**config.mk**
```make
export PLATFORM = sky130hd
export DESIGN_NAME = m_decode_ctrl
export DESIGN_NICKNAME = d
export VERILOG_FILES = /design/src/rtl/m_decode_ctrl.sv
export SDC_FILE = /design/constraint.sdc
export NUM_CORES = 1
export LEC_CHECK = 0
export BUFFER_PORTS_ARGS = -buffer_cell sky130_fd_sc_hd__buf_4
export CORE_MARGIN = 4
export CORE_UTILIZATION = 52
export CTS_CLUSTER_SIZE = 14
export DETAILED_ROUTE_END_ITERATION = 10
export MAX_ROUTING_LAYER = met4
export PLACE_DENSITY = 0.79
export SYNTH_ARGS = -nofsm -noshare
export SYNTH_HDL_FRONTEND = slang
export SYNTH_SLANG_ARGS = --single-unit
```
**constraint.sdc**
```tcl
create_clock -name clk -period 4.4 [get_ports clk]
set_clock_uncertainty 0.15 [all_clocks]
set_input_delay 0.22 -clock clk [delete_from_list [all_inputs] [get_ports clk]]
set_output_delay 0.22 -clock clk [all_outputs]
set_load 0.02 [all_outputs]
```
**src/rtl/m_decode_ctrl.sv**
```systemverilog
// rtl/m_decode_ctrl.sv - decode-stage instruction FIFO and RUN/HALT controller (optional DECODE_CTRL_PERF_EN perf counters)
module m_decode_ctrl #(
    parameter  int DEPTH = 2,
    parameter  int XLEN  = 32,
    localparam int PTR_W = (DEPTH > 1) ? $clog2(DEPTH) : 1
) (
    input  logic            clk,
    input  logic            rst_n,
    input  logic            flush,
    input  logic            resume,
    input  logic            in_valid,
    output logic            in_ready,
    input  logic [31:0]     in_instr,
    input  logic [XLEN-1:0] in_pc,
    output logic [31:0]     dec_instruction,
    input  logic            dec_illegal,
    output logic            out_valid,
    input  logic            out_ready,
    output logic [XLEN-1:0] out_pc,
    output logic            halted,
    output logic [XLEN-1:0] fault_pc
`ifdef DECODE_CTRL_PERF_EN
    ,
    output logic [31:0]     perf_issued,
    output logic [31:0]     perf_stall
`endif
);

    localparam int          CNT_W = $clog2(DEPTH + 1);
    localparam logic [31:0] NOP   = 32'h0000_0013;

    typedef enum logic {
        S_RUN  = 1'b0,
        S_HALT = 1'b1
    } state_t;

    state_t            state;
    state_t            next_state;

    logic [31:0]       instr_mem [DEPTH];
    logic [XLEN-1:0]   pc_mem    [DEPTH];
    logic [PTR_W-1:0]  rd_ptr;
    logic [PTR_W-1:0]  wr_ptr;
    logic [CNT_W-1:0]  count;

    logic              has_entry;
    logic              push;
    logic              pop;
    logic              drop;
    logic              halt_enter;

    function automatic logic [PTR_W-1:0] ptr_inc(input logic [PTR_W-1:0] p);
        return (p == PTR_W'(DEPTH - 1)) ? '0 : p + 1'b1;
    endfunction

    // Handshakes, head presentation and next-state selection
    always_comb begin
        has_entry       = (count != '0);
        in_ready        = (count < CNT_W'(DEPTH)) && (state == S_RUN) && !flush;
        push            = in_valid && in_ready;
        out_valid       = has_entry && (state == S_RUN) && !dec_illegal;
        pop             = out_valid && out_ready;
        drop            = (state == S_HALT) && resume && !flush && has_entry;
        dec_instruction = has_entry ? instr_mem[rd_ptr] : NOP;
        out_pc          = has_entry ? pc_mem[rd_ptr] : '0;
        halted          = (state == S_HALT);
        next_state      = state;
        case (state)
            S_RUN:  if (has_entry && dec_illegal && !flush) next_state = S_HALT;
            S_HALT: if (flush || resume)                   next_state = S_RUN;
            default: next_state = S_RUN;
        endcase
        halt_enter      = (state == S_RUN) && (next_state == S_HALT);
    end

    // State register
    always_ff @(posedge clk or negedge rst_n) begin
        if (!rst_n) state <= S_RUN;
        else        state <= next_state;
    end

    // FIFO storage; contents are only visible once count covers them
    always_ff @(posedge clk) begin
        if (push) begin
            instr_mem[wr_ptr] <= in_instr;
            pc_mem[wr_ptr]    <= in_pc;
        end
    end

    // FIFO pointers and occupancy; flush clears regardless of state
    always_ff @(posedge clk or negedge rst_n) begin
        if (!rst_n) begin
            rd_ptr <= '0;
            wr_ptr <= '0;
            count  <= '0;
        end else if (flush) begin
            rd_ptr <= '0;
            wr_ptr <= '0;
            count  <= '0;
        end else begin
            if (push)         wr_ptr <= ptr_inc(wr_ptr);
            if (pop || drop)  rd_ptr <= ptr_inc(rd_ptr);
            case ({push, pop || drop})
                2'b10:   count <= count + 1'b1;
                2'b01:   count <= count - 1'b1;
                default: count <= count;
            endcase
        end
    end

    // Capture the faulting PC when entering HALT
    always_ff @(posedge clk or negedge rst_n) begin
        if (!rst_n)          fault_pc <= '0;
        else if (halt_enter) fault_pc <= pc_mem[rd_ptr];
    end

`ifdef DECODE_CTRL_PERF_EN
    // Saturating issue and back-pressure counters, cleared only by reset
    always_ff @(posedge clk or negedge rst_n) begin
        if (!rst_n) begin
            perf_issued <= '0;
            perf_stall  <= '0;
        end else begin
            if (pop && (perf_issued != 32'hFFFF_FFFF))
                perf_issued <= perf_issued + 1'b1;
            if (out_valid && !out_ready && (perf_stall != 32'hFFFF_FFFF))
                perf_stall <= perf_stall + 1'b1;
        end
    end
`endif

endmodule
```
==> flow_summary.toml, run 1 <==
[clock_tree]
clk_latency_ns = 0.41
clock-sinks = 165
cts-resized-gates = 0
clock_path_buffers = 2
holdBufCountCts = 68
cts_made_buffers = 17
root_buffer = "clkbuf_16"
cts_tree = "yes"
path_clk_slew_ns = 0.06
cts_setup_buffers = 0
htreeDepth = 4

[die]
die_x_um = 117
ioPinCount = 170
start_util_pct = 53.9
dieArea_mm2 = 0.0138
die_h_um = 117
core_mm2 = 0.0116
num_rows = 39

[yosys]
yosysWarnings = 0
synth_cells = 411
synth_edf_count = 128
netlist_top_cells_count = "128 x edfxtp_1, 65 x nor2_1, 64 x mux2i_1, 37 x dfrtp_1, 37 x nand2_1"
ys_ff_latch = 165
synth_top_area_share_pct = 61.7
synth.area.top_cells = "edfxtp_1 62%, dfrtp_1 15%, mux2i_1 10%"
ys_types = 26
synth_nets = 482
synth_seq_area_share_pct = 76.5
yosys.area.top_type = "edfxtp_1"
synth_area_mm2 = 0.00623
synthFlopType = "edfxtp_1"
postSynthAreaPerCell_um2 = 15.2
async_flop_share_pct = 22.4
synth_most_common_cell = "edfxtp_1"

[setup_path]
critPathKind = "reg2out"
worstPathArrival_ns = 2.31
path_cells = "mux2i_1 > nor2_1 > buf_4"
startpoint_type = "register"
crit_slowest_cell = "dfrtp_4"
critPathMaxFanout = 66
crit_required_ns = 4.03
critPathCaptureType = "output port"
slowest_delay_ns = 1.20

[pwr]
finalPower_mw = 4.59
switching_share_pct = 27.9
p_seq_share_pct = 44.3
switching_power_mw = 1.28
vdd_drop_max_uv = 356
p_int_mw = 3.31
p_clk_share_pct = 31.8
pwr-share-comb_pct = 23.9
power.density_mw_per_mm2 = 516
leakage_nw = 3.51

[cells_and_area]
nFillCells = 692
syn2layout_area_growth_pct = 42.8
diodes = 0
layout-drive-gt1-share_pct = 30.9
fin_nets = 719

[timing]
rsz0062_at_grt = "false"
tns_ns = 0
worst_pin_slew_ns = 1.15
max_clock_freq_ghz = 0.373
min_period_ns = 2.68
final-hold-violation-count = 0
finalSetupViolCount = 0
slew_headroom_pct = 23.0
drv_slew = 0
finalCritPeriodShare_pct = 61.0

[placement]
dpl.hpwl_mm = 8.76
gp_routability_congestion = 0.780
portBuffers = 169

[global_routing]
antenna_found_initial = 0
grt.total_usage_pct = 21.6
grt_pass1_vias = 4403
grt_pass1_wl_mm = 22.2
overflow = 0
grt_max_degree = 67

[detailed_routing]
routedWlPerCell_um = 17.5
drtIter0Drc = 255
postRouteAntennaNets = 0
vias = 4085
drc_errors = 0
dr.pass1.iters = 4
postRouteWirelength_mm = 14.1
via_per_inst = 5.08

[status]
outcome = "finished clean"

[worst_hold_path]
hp-class = "in2reg"

[run]
drv_cap = 0
-- metal layers --
| metal | vias to the layer above | GRT usage (%) | share of wire [%] |
|---|---|---|---|
| met2 | 162 | 37.2 | 52 |
| met1 | 1938 | 24.1 | 40 |
| met3 | 16 | 5.96 | 6.2 |
| met5 | - | - | 0 |
| li1 | 1969 | - | - |
| met4 | 0 | 7.99 | 1.3 |
-- layout make-up --
type                    count  area [um^2]  area share [%]
clock buffers              29          532            5.97
repair buffers            241         1980            22.2
clock inverters             3         63.8           0.717
well taps                 143          179            2.01
multi-input cells         223         1380            15.4
flip-flops and latches    165         4770            53.6
-- critical path: cells and delay by family (launching register included) --
kind | cells | cell delay, ns
buf+inv | 1 | 0.20
flops | 1 | 1.20
simple gates | 1 | 0.10
mux | 1 | 0.38
-- power by group through the flow --
stage               Sequential, mW  Clock [mW]  Combinational [mW]
floorplan                     2.22           0               0.384
global placement              2.05           0                1.03
detailed placement            2.06           0                1.05
CTS                           2.03        1.49                1.10
global route                  2.06        1.56                1.18
finish                        2.04        1.46                1.10
-- kinds of logic after synthesis --
| family | share of synthesized area [%] |
|---|---|
| and+or+nand+nor | 8.17 |
| AOI/OAI and AO/OA | 3.11 |
| muxes | 10.3 |
| DFF | 76.5 |
| buffers and inverters | 1.79 |
| xor gates and xnor gates | 0.141 |
-- final timing paths --
kind / depth (start not counted) / end / slack [ns] / from
max: 3 / out_pc[29] / 1.72 / rd_ptr
min: 3 / wr_ptr / 0.04 / in_valid
max reg2reg: 4 / instr_mem[0][15] / 1.75 / count[1]
min reg2reg: 2 / fault_pc[9] / 0.33 / fault_pc[9]
max in group asynchronous: 2 / rd_ptr / 3.55 / rst_n
min in group asynchronous: 2 / wr_ptr / 0.18 / rst_n
-- metrics by stage --
step,area [um^2],std cells,util [%],worst slack [ns],hold WS [ns]
final,8900,804,77.0,1.72,0.0441
after global routing,8900,804,77.0,1.51,0.0509
after CTS,8900,804,77.0,1.67,0.0250
after detailed placement,7630,704,65.9,1.69,0.0756
after global placement,7630,704,65.9,1.80,0.0640
after floorplan,6240,411,-,0.871,-0.226
-- state kept, by name (all words and copies together) (netlist names) --
signal,cells
rd_ptr,1
pc_mem,64
halted,1
wr_ptr,1
fault_pc,32
instr_mem,64
count,2
-- cell usage in the layout, fill, tap and decap left out, types with 3 or more instances in the layout --
master         synthesis  routed
buf_4                  0     173
edfxtp_1             128     128
dlygate4sd3_1          0      68
mux2i_1               64      64
nor2_1                65      63
nand2_1               37      37
dfrtp_1               37      36
o21ai_1               33      33
clkbuf_16              0      18
clkbuf_1               8       7
nor3_1                 4       4
clkbuf_8               0       4
nand3_1                4       3
Power figures use the tool's default switching activity.
==> inputs of run 2 (changes only) <==
Clock period 4.4 ns to 2.6 ns, I/O delays scaled along.
==> flow_summary.toml, run 2 (synthesis gave the netlist of run 1 again) <==
[cells_and_area]
diodes = 0
final_cell_mix = "177 x buf_4, 128 x edfxtp_1, 71 x dlygate4sd3_1"
layout-drive-gt1-share_pct = 31.6
fin_nets = 728
final_common_cell = "buf_4"
reg_top3 = "instr_mem: 64 flops, pc_mem: 64 flops, fault_pc: 32 flops"
syn2layout_area_growth_pct = 45.0

[placement]
pre_cts_ws_ns = 0.700
dpl.hpwl_mm = 8.71
portBuffers = 169
gp_routability_congestion = 0.782

[die]
start_util_pct = 53.9
num_rows = 39
dieArea_mm2 = 0.0138
die_h_um = 117
ioPinCount = 170
die_x_um = 117
core_mm2 = 0.0116

[detailed_routing]
via_per_inst = 5.03
drc_errors = 0
vias = 4087
dr.pass1.iters = 4
postRouteWirelength_mm = 14.0
drtIter0Drc = 207
routedWlPerCell_um = 17.2
postRouteAntennaNets = 0

[worst_hold_path]
hp-class = "in2reg"
holdCritStartpoint = "dec_illegal"

[timing]
slew_headroom_pct = 66.2
finalCritPeriodShare_pct = 86.7
max_clock_freq_ghz = 0.444
min_period_ns = 2.25
rsz0062_at_grt = "false"
finalSetupViolCount = 0
tns_ns = 0
worst_pin_slew_ns = 0.508
fin_hold_ws_ns = 0.0480
final-hold-violation-count = 0
fin_ws_ns = 0.345
drv_slew = 0

[setup_path]
critPathCaptureType = "output port"
rr_startpoint = "count[1]"
critPathMostFrequentCell = "buf_4"
path_cells = "buf_4 > mux2i_1 > nor2_1 > buf_4"
worstPathArrival_ns = 1.97
critPathMaxFanout = 19
crit_slowest_cell = "dfrtp_4"
crit_required_ns = 2.32
critPathKind = "reg2out"
startpoint_type = "register"
startpoint = "rd_ptr"
critPathTopFamily = "flip-flops"
cp_num_buf_inv = 2
slowest_delay_ns = 0.65

[pwr]
leakage_nw = 3.58
vdd_drop_max_uv = 560
finalPower_mw = 7.93
power.density_mw_per_mm2 = 878

[clock_tree]
path_clk_slew_ns = 0.06
root_buffer = "clkbuf_16"
clock-sinks = 165
cts_made_buffers = 17
cts_tree = "yes"
htreeDepth = 4
clk_latency_ns = 0.41
clock_path_buffers = 2

[global_routing]
grt_max_degree = 54
grt_pass1_vias = 4352
grt.total_usage_pct = 21.2
overflow = 0
antenna_found_initial = 0
grt_pass1_wl_mm = 22.2

[status]
outcome = "finished clean"

[run]
drv_cap = 0
run 2: cell count changes in the layout (fill, tap and decap cells not counted), moves of 3 or more:
cell / change
clkinv_1: +4
bufinv_16: +3
dlygate4sd3_1: +3
buf_4: +4
clkbuf_8: -4
clkbuf_1: -5
run 2: worst register-to-register path: cells and delay by family, from the launching register on:
family	cells	cell delay, ns
buffers and inverters	1	0.57
DFF	1	0.48
AOI/OAI and AO/OA	1	0.19
and+or+nand+nor	3	0.64
run 2: cell type report:
cell class / count / area [um^2]
clock buffers: 19 / 433
fillers: 654 / 2530
repair buffers: 250 / 2080
clock inverters: 13 / 186
flip-flops and latches: 165 / 4770
well taps: 143 / 179
multi-input cells: 223 / 1390
run 2: where the power goes:
group          leakage [nW]  internal [mW]  switching (mW)  total, mW
clock network         0.298           1.68           0.929       2.61
logic                  1.64          0.819            1.08       1.89
registers              1.64           3.23           0.199       3.43
run 2: path summary, 6_finish.rpt:
path / endpoint / slack (ns) / cells past startpoint
max: out_pc[15] / 0.35 / 4
max reg2reg: count[1] / 0.50 / 5
min reg2reg: fault_pc[9] / 0.34 / 2
max in group asynchronous: rd_ptr / 1.84 / 2
min in group asynchronous: fault_pc[4] / 0.09 / 2
min: fault_pc[28] / 0.05 / 4
run 2: layer usage:
layer,wire [um],global-route usage [%],share of wire [%]
met1,5790,25.0,41
met4,233,8.13,1.7
met2,7180,35.2,51
met3,759,5.77,5.4
met5,0,-,0
run 2: through the flow:
step | area (um^2) | utilization, % | instances
after floorplan | 6250 | - | 411
after global placement | 7710 | 66.6 | 710
after detailed placement | 7710 | 66.6 | 710
after CTS | 9040 | 78.1 | 813
after global routing | 9040 | 78.1 | 813
final | 9040 | 78.1 | 813
run 2: timing repair:
item,4_1_cts,5_1_grt
endpoints found under the hold margin,170,0
setup endpoints to repair,0,0
hold buffers,71,0
gates resized for setup,0,0
setup buffers,0,0
